[src/rtl/seq_shift_add_mult_if.sv]
// seq_shift_add_mult_if
//   Bundle of the multiplier's handshake, operand/result bus and the link
//   to the external N-bit ripple-carry adder.
//
//   Handshake: start is a request that is accepted only on a rising clock
//   edge where the multiplier is idle (busy=0). Requests made while busy=1
//   are dropped, not queued. busy rises on the accept edge. done is a
//   one-cycle pulse on the edge where product becomes valid, and busy falls
//   on that same edge. product holds its value until the next done.
//
//   Signals:
//     start, a_in, b_in        : request and operands (into the multiplier)
//     busy, done, product      : status and result (out of the multiplier)
//     add_a, add_b, add_cin    : adder operands (out of the multiplier)
//     add_sum, add_cout        : adder result (into the multiplier)
//
//   Modports: slave = multiplier side, master = the surrounding datapath
//   together with the adder.
interface seq_shift_add_mult_if #(
  parameter int N = 4
);
  logic           start;
  logic [N-1:0]   a_in;
  logic [N-1:0]   b_in;
  logic           busy;
  logic           done;
  logic [2*N-1:0] product;
  logic [N-1:0]   add_a;
  logic [N-1:0]   add_b;
  logic           add_cin;
  logic [N-1:0]   add_sum;
  logic           add_cout;

  modport slave (
    input  start, a_in, b_in, add_sum, add_cout,
    output busy, done, product, add_a, add_b, add_cin
  );

  modport master (
    output start, a_in, b_in, add_sum, add_cout,
    input  busy, done, product, add_a, add_b, add_cin
  );
endinterface

[src/rtl/seq_shift_add_mult.sv]
// seq_shift_add_mult
//   Sequential unsigned N x N shift-add multiplier. One partial-product
//   iteration per clock, using an external N-bit adder for the A + M step.
//   The product is valid N edges after the accept edge.
//
//   Ports:
//     clk      : system clock, rising edge
//     rst_n    : asynchronous active-low reset
//     bus      : handshake, operands, result and adder link (slave modport)
//     state_o  : current controller state (0 = IDLE, 1 = RUN), debug only
module seq_shift_add_mult #(
  parameter int N = 4
) (
  input  logic                 clk,
  input  logic                 rst_n,
  seq_shift_add_mult_if.slave  bus,
  output logic                 state_o
);

  localparam int CW = $clog2(N + 1);

  typedef enum logic {
    IDLE = 1'b0,
    RUN  = 1'b1
  } state_t;

  state_t         state_q, state_d;
  logic [N-1:0]   m_q, m_d;
  logic [N-1:0]   a_q, a_d;
  logic [N-1:0]   q_q, q_d;
  logic [CW-1:0]  cnt_q, cnt_d;
  logic           busy_q, busy_d;
  logic           done_q, done_d;
  logic [2*N-1:0] product_q, product_d;

  logic [N-1:0]   add_a_w;
  logic [N-1:0]   add_b_w;
  logic [2*N-1:0] shift_w;

  // {add_cout, add_sum, Q} shifted right by one: the carry lands in the A
  // MSB and the sum LSB moves into the Q MSB. Q[0] has been consumed.
  assign shift_w = {bus.add_cout, bus.add_sum, q_q[N-1:1]};

  always_ff @(posedge clk or negedge rst_n) begin
    if (!rst_n) begin
      state_q   <= IDLE;
      m_q       <= '0;
      a_q       <= '0;
      q_q       <= '0;
      cnt_q     <= '0;
      busy_q    <= 1'b0;
      done_q    <= 1'b0;
      product_q <= '0;
    end else begin
      state_q   <= state_d;
      m_q       <= m_d;
      a_q       <= a_d;
      q_q       <= q_d;
      cnt_q     <= cnt_d;
      busy_q    <= busy_d;
      done_q    <= done_d;
      product_q <= product_d;
    end
  end

  always_comb begin
    state_d   = state_q;
    m_d       = m_q;
    a_d       = a_q;
    q_d       = q_q;
    cnt_d     = cnt_q;
    busy_d    = busy_q;
    done_d    = 1'b0;
    product_d = product_q;
    add_a_w   = '0;
    add_b_w   = '0;

    unique case (state_q)
      IDLE: begin
        if (bus.start) begin
          m_d     = bus.a_in;
          q_d     = bus.b_in;
          a_d     = '0;
          cnt_d   = CW'(N);
          busy_d  = 1'b1;
          state_d = RUN;
        end
      end
      RUN: begin
        add_a_w = a_q;
        add_b_w = q_q[0] ? m_q : '0;
        a_d     = shift_w[2*N-1:N];
        q_d     = shift_w[N-1:0];
        cnt_d   = cnt_q - CW'(1);
        if (cnt_q == CW'(1)) begin
          product_d = shift_w;
          done_d    = 1'b1;
          busy_d    = 1'b0;
          state_d   = IDLE;
        end
      end
      default: state_d = IDLE;
    endcase
  end

  assign bus.add_a   = add_a_w;
  assign bus.add_b   = add_b_w;
  assign bus.add_cin = 1'b0;
  assign bus.busy    = busy_q;
  assign bus.done    = done_q;
  assign bus.product = product_q;
  assign state_o     = state_q;

endmodule

[src/flat_wrapper.sv]
// flat-port wrapper written by rule: the top's interface ports become plain ports
module seq_shift_add_mult_flat 
#(
  parameter int N = 4
)
  (clk, rst_n, state_o, bus_start, bus_a_in, bus_b_in, bus_add_sum, bus_add_cout, bus_busy, bus_done, bus_product, bus_add_a, bus_add_b, bus_add_cin);
  seq_shift_add_mult_if #(.N(N)) bus_i ();
  input  logic clk;
  input  logic rst_n;
  output logic state_o;
  input wire logic [$bits(bus_i.start)-1:0] bus_start;
  input wire logic [$bits(bus_i.a_in)-1:0] bus_a_in;
  input wire logic [$bits(bus_i.b_in)-1:0] bus_b_in;
  input wire logic [$bits(bus_i.add_sum)-1:0] bus_add_sum;
  input wire logic [$bits(bus_i.add_cout)-1:0] bus_add_cout;
  output wire logic [$bits(bus_i.busy)-1:0] bus_busy;
  output wire logic [$bits(bus_i.done)-1:0] bus_done;
  output wire logic [$bits(bus_i.product)-1:0] bus_product;
  output wire logic [$bits(bus_i.add_a)-1:0] bus_add_a;
  output wire logic [$bits(bus_i.add_b)-1:0] bus_add_b;
  output wire logic [$bits(bus_i.add_cin)-1:0] bus_add_cin;
  assign bus_i.start = bus_start;
  assign bus_i.a_in = bus_a_in;
  assign bus_i.b_in = bus_b_in;
  assign bus_i.add_sum = bus_add_sum;
  assign bus_i.add_cout = bus_add_cout;
  assign bus_busy = bus_i.busy;
  assign bus_done = bus_i.done;
  assign bus_product = bus_i.product;
  assign bus_add_a = bus_i.add_a;
  assign bus_add_b = bus_i.add_b;
  assign bus_add_cin = bus_i.add_cin;
  seq_shift_add_mult #(.N(N)) u_core (.clk(clk), .rst_n(rst_n), .bus(bus_i), .state_o(state_o));
endmodule
[config.mk]
export PLATFORM = sky130hd
export DESIGN_NAME = seq_shift_add_mult_flat
export DESIGN_NICKNAME = d
export VERILOG_FILES = /design/src/rtl/seq_shift_add_mult_if.sv /design/src/rtl/seq_shift_add_mult.sv /design/src/flat_wrapper.sv
export SDC_FILE = /design/constraint.sdc
export NUM_CORES = 1
export LEC_CHECK = 0
export CAP_MARGIN = 15
export CORE_MARGIN = 5
export CORE_UTILIZATION = 43
export CTS_BUF_LIST = sky130_fd_sc_hd__clkbuf_2
export DETAILED_ROUTE_END_ITERATION = 10
export PLACE_DENSITY_LB_ADDON = 0.05
export SKIP_LAST_GASP = 1
export SLEW_MARGIN = 40
export SYNTH_ARGS = -nofsm -noshare
export SYNTH_HDL_FRONTEND = slang
export SYNTH_SLANG_ARGS = --single-unit
export TNS_END_PERCENT = 5
[constraint.sdc]
create_clock -name clk -period 1.4 [get_ports clk]
set_clock_uncertainty 0.15 [all_clocks]
set_input_delay 0.21 -clock clk [delete_from_list [all_inputs] [get_ports clk]]
set_output_delay 0.21 -clock clk [all_outputs]
set_load 0.1 [all_outputs]
Word level (Yosys, flattened, before mapping)
Index checks and enable logic that the tools add are counted.

word-level totals
  flip-flop bits (word level) = 26
  word-level logic and storage cells = 33
  output and inout bits = 20

operators by class
  bitwise operators = 1
  equal/unequal tests = 3
  mux-type cells = 17
  add/subtract/negate cells = 1
  reductions and logical operators = 3

operator list
  operator               count
  $mux W4                5
  $pmux W4 S2            2
  $mux W1                6
  $pmux W3 S2            1
  $reduce_and A2 Y1      3
  $ne A2 B2 Y1 const B   2
  $pmux W1 S2            2
  $eq A3 B1 Y1 const B   1
  $mux W3                1
  $sub A3 B1 Y3 const B  1
  $not A1 Y1             1

Depth between registers and ports, before layout
Gate-level depths: netlist (run 1).

  depth in word-level cells = 3
  gate-level depth with buffers = 5
  gate-level depth less buffers = 5

Worst setup path after synthesis (run 1)
OpenSTA, ideal clock, no wires.

  path kind = reg2out
  start = register u_core.state_q, in the netlist u_core.state_o
  end = output port bus_add_a[1]
  required time = 1.040 ns
  stages on the path, launching flop included = 4
  buffers on the path = 2
  arrival time = 2.199 ns
  setup slack = -1.159 ns
  cell sequence = dfrtp_1 > buf_4 > buf_4 > and2_1

on the way
  cells in the longest elaborated chain, start to end = 1

ends and longest elaborated chain
  element                   RTL line                  source
  start: declaration        seq_shift_add_mult.sv:27  state_t state_q, state_d;
  start signal: assignment  seq_shift_add_mult.sv:55  state_q <= state_d;
  $mux W4                   seq_shift_add_mult.sv:78  unique case (state_q)
  end: declaration          flat_wrapper.sv:19        output wire logic [$bits(bus_i.add_a)-1:0] bus_add_a;

No other way between the ends.

Final worst setup path (run 1)
  start = register u_core.state_q, in the netlist u_core.state_o
  end = output port bus_add_b[1]

on the way
  cells in the longest elaborated chain, start to end = 1

ends and longest elaborated chain
  element           RTL line                  source
  $mux W4           seq_shift_add_mult.sv:78
  end: declaration  flat_wrapper.sv:20        output wire logic [$bits(bus_i.add_b)-1:0] bus_add_b;

No other way between the ends.

==> results of run 1 <==
-- flip-flops by register name, indices dropped and copies added, names as in the netlist --
| register | flops |
|---|---|
| u_core.cnt_q | 3 |
| u_core.bus.busy | 1 |
| u_core.m_q | 4 |
| u_core.q_q | 4 |
| u_core.bus.done | 1 |
| u_core.bus.product | 8 |
| u_core.state_o | 1 |
| u_core.a_q | 4 |
-- metal layers --
layer	vias up	global-route usage [%]	part of all wire, %
li1	416	-	-
met1	402	20.9	45
met2	19	25.5	50
met3	2	4.82	4.2
met4	0	2.73	0.47
met5	-	0	0
-- through the flow --
stage	cells	TNS [ps]	utilization, %	hold WS (ps)
2_1_floorplan	93	-2000	-	-236
6_report	176	-5280	76.7	277
3_3_place_gp	165	-952	73.3	339
3_5_place_dp	165	-1170	73.3	345
5_1_grt	176	-7250	76.7	228
4_1_cts	175	-5630	76.3	29.2
-- Yosys cell counts (2+ instances only) --
library cell	instances	area share, %
and2_1	4	2.2
and3_1	4	2.2
buf_4	3	2.0
dfrtp_1	26	57
ha_1	2	2.2
inv_1	3	0.99
mux2_1	2	2.0
mux2_2	11	11
mux2i_1	4	3.5
nand2_1	7	2.3
nand2b_1	4	2.2
nor2_1	2	0.66
o21ai_0	8	3.5
-- logic make-up after synthesis --
kind of cell | count (synthesis) | share of synthesized area (%)
compound gates | 12 | 6.04
xor+xnor | 1 | 0.769
fa+ha+maj | 2 | 2.20
buf+inv | 9 | 4.06
flops | 26 | 57.1
mux | 17 | 16.4
other cells | 1 | 0.329
simple gates | 25 | 13.1
-- worst max-delay path by stage --
stage / endpoint / slack (ps) / depth (start not counted)
2_1_floorplan: bus_add_a[1] / -220 / 3
3_3_place_gp: u_core.m_q[1] / -140 / 3
3_5_place_dp: u_core.m_q[2] / -150 / 3
4_1_cts: bus_add_b[3] / -360 / 3
5_1_grt: bus_add_b[3] / -420 / 3
6_report: bus_add_b[1] / -340 / 3
-- timing repair --
| action | 4_1_cts | 5_1_grt |
|---|---|---|
| endpoints found under the hold margin | 0 | 14 |
| pin swaps | 1 | 0 |
| cloned | 1 | 0 |
| endpoints found under the setup margin | 21 | 38 |
| gates resized for setup | 5 | 0 |
| buffers inserted | 5 | 0 |
| hold buffers | 0 | 1 |
-- cell type report --
cell class	count	area, sq um	area share (%)
sequential	26	654	34.1
tap	30	37.5	1.96
clock buffer	3	15.0	0.783
clock inverter	1	3.75	0.196
multi-input combinational	58	472	24.6
inverter	4	15.0	0.783
timing repair buffer	54	721	37.6
-- worst max-delay path, cell delays in order, from the launching register on --
cell,delay (ps)
dfrtp_4,570
buf_6,130
and3_4,180
buf_12,160
==> out/metrics.csv, run 1 <==
metric,value,unit
status,"complete, but fails checks",
violated checks,negative setup slack,
Hold Crit Depth,3,
maximum achievable frequency,575,MHz
via count,839,
Placer Congestion,0.727,
"FFs w/ async S/R, synth",100,%
Routed Antenna Nets,0,
initial core utilization,45.5,%
htree depth,1,
die height,61.5,um
initial drt markers,18,
"FF+latch count, synth",26,
Die X,61.5,um
RSZ-0062 raised after global routing,yes,
crit path from,u_core.state_o,
Ports,36,
vias in the first global route,888,
Total GRT Usage,15.7,%
"most common cell after layout, fill and taps aside",dfrtp_1,
crit start category,flip-flop,
WL/cell,14.6,um
Area growth syn-to-layout,68.5,%
Final setup viols,23,
"Design Area, Final",0.00192,sq mm
CP max FO,5,
first-pass GRT wire length,4.31,mm
largest net degree at the start of global routing,27,
Clock Path Buffers,2,
Yosys cell types,26,
worst reg-to-reg path cell count,5,
YS warnings,0,
Hold EP,u_core.a_q[2],
clk sinks,26,
kind of critical path,flip-flop to output pin,
share of cells above drive strength 1,43.8,%
reg-to-reg setup timing slack,-220,ps
final hold vios,0,
reg2reg start,u_core.state_o,
die area,0.00378,sq mm
core area,0.00250,sq mm
Worst Setup End Kind,output pin,
Skew-Pair Late Insertion Delay,340,ps
Congestion Overflow GR,0,
DP Area,0.00183,sq mm
pre-CTS WS,-151,ps
post-route setup slack,-340,ps
vias per cell,4.77,
post-layout min period,1740,ps
syn_nets,111,
num rows,18,
drt total wl,2.57,mm
CTS tree,built,
Hold Crit Class,input port to flip-flop,
post-synthesis cell area,0.00114,sq mm
ANT cells,0,
dpl hpwl,1.84,mm
"EDFF count, synth",0,
Final Max Slew Viols,0,
DRC,0,
CP Data Arrival Time,1380,ps
Synth Flop Type,dfrtp_1,
Max Cap Viol,0,
Synth Instances,93,
Worst-path clk slew,230,ps
cts bufs inserted,3,
most frequent cells in the layout,"dfrtp_1, buf_12, clkdlybuf4s50_1",
sequential area share after synthesis,57.1,%
Required @ worst endpoint,1040,ps
root buffer cell,clkbuf_2,
DR pass1 iterations,4,
initial antenna violation count,0,
hold_sp,bus_add_sum[3],
fin crit share,124,%
fin nets,165,
Mean Syn Cell Area,12.2,sq um
Port-buffer cells,34,
FILL cells,168,
Critical R2R Capture,u_core.bus.product[6],
Power of run 1 is left out: the tool's default activity adds up to more than one toggle a clock period on the data nets, which glitch-free logic cannot reach.
==> inputs of run 2 (changes only) <==
--- a/config.mk
+++ b/config.mk
@@ -7,7 +7,7 @@
 export LEC_CHECK = 0
 export CAP_MARGIN = 15
 export CORE_MARGIN = 5
-export CORE_UTILIZATION = 43
+export CORE_UTILIZATION = 29
 export CTS_BUF_LIST = sky130_fd_sc_hd__clkbuf_2
 export DETAILED_ROUTE_END_ITERATION = 10
 export PLACE_DENSITY_LB_ADDON = 0.05
==> out/metrics.csv, run 2 (synthesis results as in run 1) <==
metric,value,unit
FILL cells,357,
Placer Congestion,0.655,
vias in the first global route,929,
root buffer cell,clkbuf_2,
violated checks,negative setup slack,
clk sinks,26,
pre-CTS WS,-160,ps
CP max FO,6,
CP Data Arrival Time,1380,ps
reg-to-reg setup timing slack,-200,ps
Routed Antenna Nets,0,
Worst-path clk slew,240,ps
die height,72.7,um
final hold vios,0,
Skew-Pair Late Insertion Delay,340,ps
num rows,22,
initial core utilization,30.4,%
Die X,72.7,um
final design utilization,51.4,%
Worst Setup EP,bus_add_a[3],
worst reg-to-reg path cell count,4,
met3 usage,1.79,%
"most common cell after layout, fill and taps aside",dfrtp_1,
Hold Crit Class,input port to async pin,
status,"complete, but fails checks",
crit path from,u_core.state_o,
kind of critical path,flip-flop to output pin,
ANT cells,0,
Port-buffer cells,34,
Ports,36,
drt total wl,2.42,mm
post-route setup slack,-343,ps
RSZ-0062 raised after global routing,yes,
maximum achievable frequency,574,MHz
first-pass GRT wire length,4.10,mm
Total GRT Usage,9.93,%
Critical R2R Capture,u_core.m_q[0],
Congestion Overflow GR,0,
core area,0.00374,sq mm
max reg flops,8,
met2 usage,17.2,%
hold buffer count at cts,0,
reg2reg start,u_core.state_o,
fin nets,163,
initial antenna violation count,0,
vias per cell,4.30,
M1 GR Usage,12.4,%
Clock Path Buffers,2,
Area growth syn-to-layout,69.1,%
die area,0.00528,sq mm
initial drt markers,4,
crit start category,flip-flop,
dpl hpwl,1.82,mm
largest net degree at the start of global routing,27,
WL/cell,12.6,um
DRC,0,
post-layout min period,1740,ps
Max Cap Viol,0,
fin crit share,125,%
htree depth,1,
most frequent cells in the layout,"dfrtp_1, buf_12, clkdlybuf4s50_1",
share of cells above drive strength 1,43.8,%
CTS tree,built,
Final Max Slew Viols,0,
cts bufs inserted,3,
DR pass1 iterations,2,
GR peak layer,met2,
Final setup viols,21,
Required @ worst endpoint,1040,ps
Worst Setup End Kind,output pin,
via count,825,
-- run 2: worst min-delay path by stage --
stage | cells past startpoint | slack [ps] | endpoint | startpoint
6_report | 2 | 20 | u_core.bus.product[6] | rst_n
5_1_grt | 2 | 5 | u_core.bus.product[6] | rst_n
4_1_cts | 2 | 5 | u_core.a_q[2] | rst_n
3_5_place_dp | 1 | 340 | u_core.a_q[3] | u_core.a_q[3]
3_3_place_gp | 1 | 340 | u_core.a_q[3] | u_core.a_q[3]
2_1_floorplan | 0 | -240 | u_core.a_q[0] | rst_n
-- run 2: worst max-delay path, stage by stage (launching register included) --
cell and delay (ps):
dfrtp_4 570, buf_4 170, and2_4 140, buf_12 160
-- run 2: per-stage QoR --
stage	std cells	hold slack, ps	instance area, sq um	TNS, ps
2_1_floorplan	93	-236	1190	-2000
3_3_place_gp	182	341	1850	-1260
3_5_place_dp	182	336	1850	-1220
4_1_cts	192	5.33	1930	-4710
5_1_grt	192	5.00	1930	-5810
6_report	192	20.1	1930	-4240
-- run 2: cell type report --
class | instances | area (sq um) | area share [%]
timing repair buffer | 52 | 706 | 36.6
sequential | 26 | 654 | 34.0
multi-input combinational | 58 | 472 | 24.5
tap | 48 | 60.1 | 3.12
clock buffer | 3 | 15.0 | 0.780
inverter | 4 | 15.0 | 0.780
clock inverter | 1 | 3.75 | 0.195
-- run 2: timing repair --
item | 4_1_cts | 5_1_grt
setup buffers | 6 | 0
endpoints found under the setup margin | 22 | 32
endpoints found under the hold margin | 0 | 0
pin swaps | 2 | 0
gates resized for setup | 4 | 0
-- run 2: per-layer routing --
layer | up-vias | wire, um | share of wire, %
met2 | 15 | 1230 | 51
met3 | 4 | 79 | 3.3
met1 | 394 | 1090 | 45
met4 | 0 | 26 | 1.1
met5 | - | 0 | 0
li1 | 412 | - | -
Power of run 2 is left out for the same reason.
==> inputs of run 3 (changes only) <==
--- a/config.mk
+++ b/config.mk
@@ -7,12 +7,12 @@
 export LEC_CHECK = 0
 export CAP_MARGIN = 15
 export CORE_MARGIN = 5
-export CORE_UTILIZATION = 29
+export CORE_UTILIZATION = 43
 export CTS_BUF_LIST = sky130_fd_sc_hd__clkbuf_2
 export DETAILED_ROUTE_END_ITERATION = 10
+export MAX_ROUTING_LAYER = met4
 export PLACE_DENSITY_LB_ADDON = 0.05
 export SKIP_LAST_GASP = 1
-export SLEW_MARGIN = 40
 export SYNTH_ARGS = -nofsm -noshare
 export SYNTH_HDL_FRONTEND = slang
 export SYNTH_SLANG_ARGS = --single-unit
==> out/metrics.csv, run 3 (synthesis results as in run 1) <==
metric,value,unit
"Design Area, Final",0.00192,sq mm
crit start category,flip-flop,
Skew-Pair Late Insertion Delay,340,ps
worst path cell trace,"buf_6, and3_4, buf_12",
initial antenna violation count,0,
cts bufs inserted,3,
worst reg-to-reg path cell count,5,
fin nets,165,
CTS tree,built,
Critical R2R Capture,u_core.bus.product[6],
reg-to-reg setup timing slack,-220,ps
maximum achievable frequency,575,MHz
via count,843,
num rows,18,
dpl hpwl,1.84,mm
WL/cell,14.5,um
violated checks,negative setup slack,
clk sinks,26,
htree depth,1,
Final setup viols,23,
Hold Crit Class,input port to flip-flop,
final hold vios,0,
Clock Path Buffers,2,
post-layout min period,1740,ps
root buffer cell,clkbuf_2,
vias per cell,4.79,
post-route setup slack,-341,ps
final design utilization,76.7,%
register area,654,sq um
Area growth syn-to-layout,68.5,%
kind of critical path,flip-flop to output pin,
CP max FO,5,
Routed Antenna Nets,0,
crit path from,u_core.state_o,
DP Area,0.00183,sq mm
die height,61.5,um
most frequent cells in the layout,"dfrtp_1, buf_12, clkdlybuf4s50_1",
ANT cells,0,
"slowest stage delay, CP",570,ps
Crit-path slowest cell,dfrtp_4,
fin crit share,124,%
share of cells above drive strength 1,43.8,%
RSZ-0062 raised after global routing,yes,
FILL cells,168,
Worst Setup EP,bus_add_b[1],
Total GRT Usage,16.1,%
Final Max Slew Viols,0,
initial drt markers,18,
initial core utilization,45.5,%
Worst-path clk slew,230,ps
"most common cell after layout, fill and taps aside",dfrtp_1,
Die X,61.5,um
Congestion Overflow GR,0,
core area,0.00250,sq mm
Max Cap Viol,0,
first-pass GRT wire length,4.31,mm
Ports,36,
reg2reg start,u_core.state_o,
Port-buffer cells,34,
area of the multi-input gates,472,sq um
CP Data Arrival Time,1380,ps
Placer Congestion,0.736,
die area,0.00378,sq mm
max reg flops,8,
Worst Setup End Kind,output pin,
status,"complete, but fails checks",
largest net degree at the start of global routing,27,
DR pass1 iterations,4,
Required @ worst endpoint,1040,ps
vias in the first global route,886,
DRC,0,
drt total wl,2.56,mm
[run 3: worst min-delay path by stage]
stage                            endpoint  slack [ps]  depth (start not counted)            from
finish                      u_core.a_q[2]         280                          3  bus_add_sum[3]
global route                u_core.a_q[1]         230                          3  bus_add_sum[2]
CTS                 u_core.bus.product[6]          30                          2           rst_n
floorplan                   u_core.a_q[0]        -240                          0           rst_n
global placement            u_core.a_q[3]         340                          1   u_core.a_q[3]
detailed placement          u_core.a_q[3]         350                          1   u_core.a_q[3]
[run 3: cell type report]
type                    count  area share, %
clock inverters             1          0.196
flip-flops and latches     26           34.1
well taps                  30           1.96
repair buffers             54           37.6
inverters                   4          0.783
multi-input cells          58           24.6
clock buffers               3          0.783
[run 3: layer usage]
metal  part of all wire, %  GRT usage [%]  up-vias
li1                      -              -      417
met5                     0              -        -
met4                  0.47           2.73        0
met2                    50           25.1       19
met1                    45           21.6      405
met3                   3.8           4.40        2
[run 3: worst max-delay path, delay by kind of cell, from the launching register on]
family        cells  cell delay, ps
buf+inv           2             290
flops             1             570
simple gates      1             180
[run 3: metrics by stage]
stage	hold slack (ps)	instances	TNS (ps)	worst slack, ps
3_3_place_gp	339	165	-952	-140
3_5_place_dp	345	165	-1170	-151
2_1_floorplan	-236	93	-2000	-216
6_report	277	176	-5350	-341
4_1_cts	29.2	175	-5630	-355
5_1_grt	228	176	-7250	-423
[run 3: timing repair]
action / in CTS / in global routing
hold buffers: 0 / 1
pin swaps: 1 / 0
endpoints found under the hold margin: 0 / 14
buffers inserted: 5 / 0
gates cloned: 1 / 0
resized for setup: 5 / 0
endpoints found under the setup margin: 21 / 38
Power of run 3 is left out for the same reason.
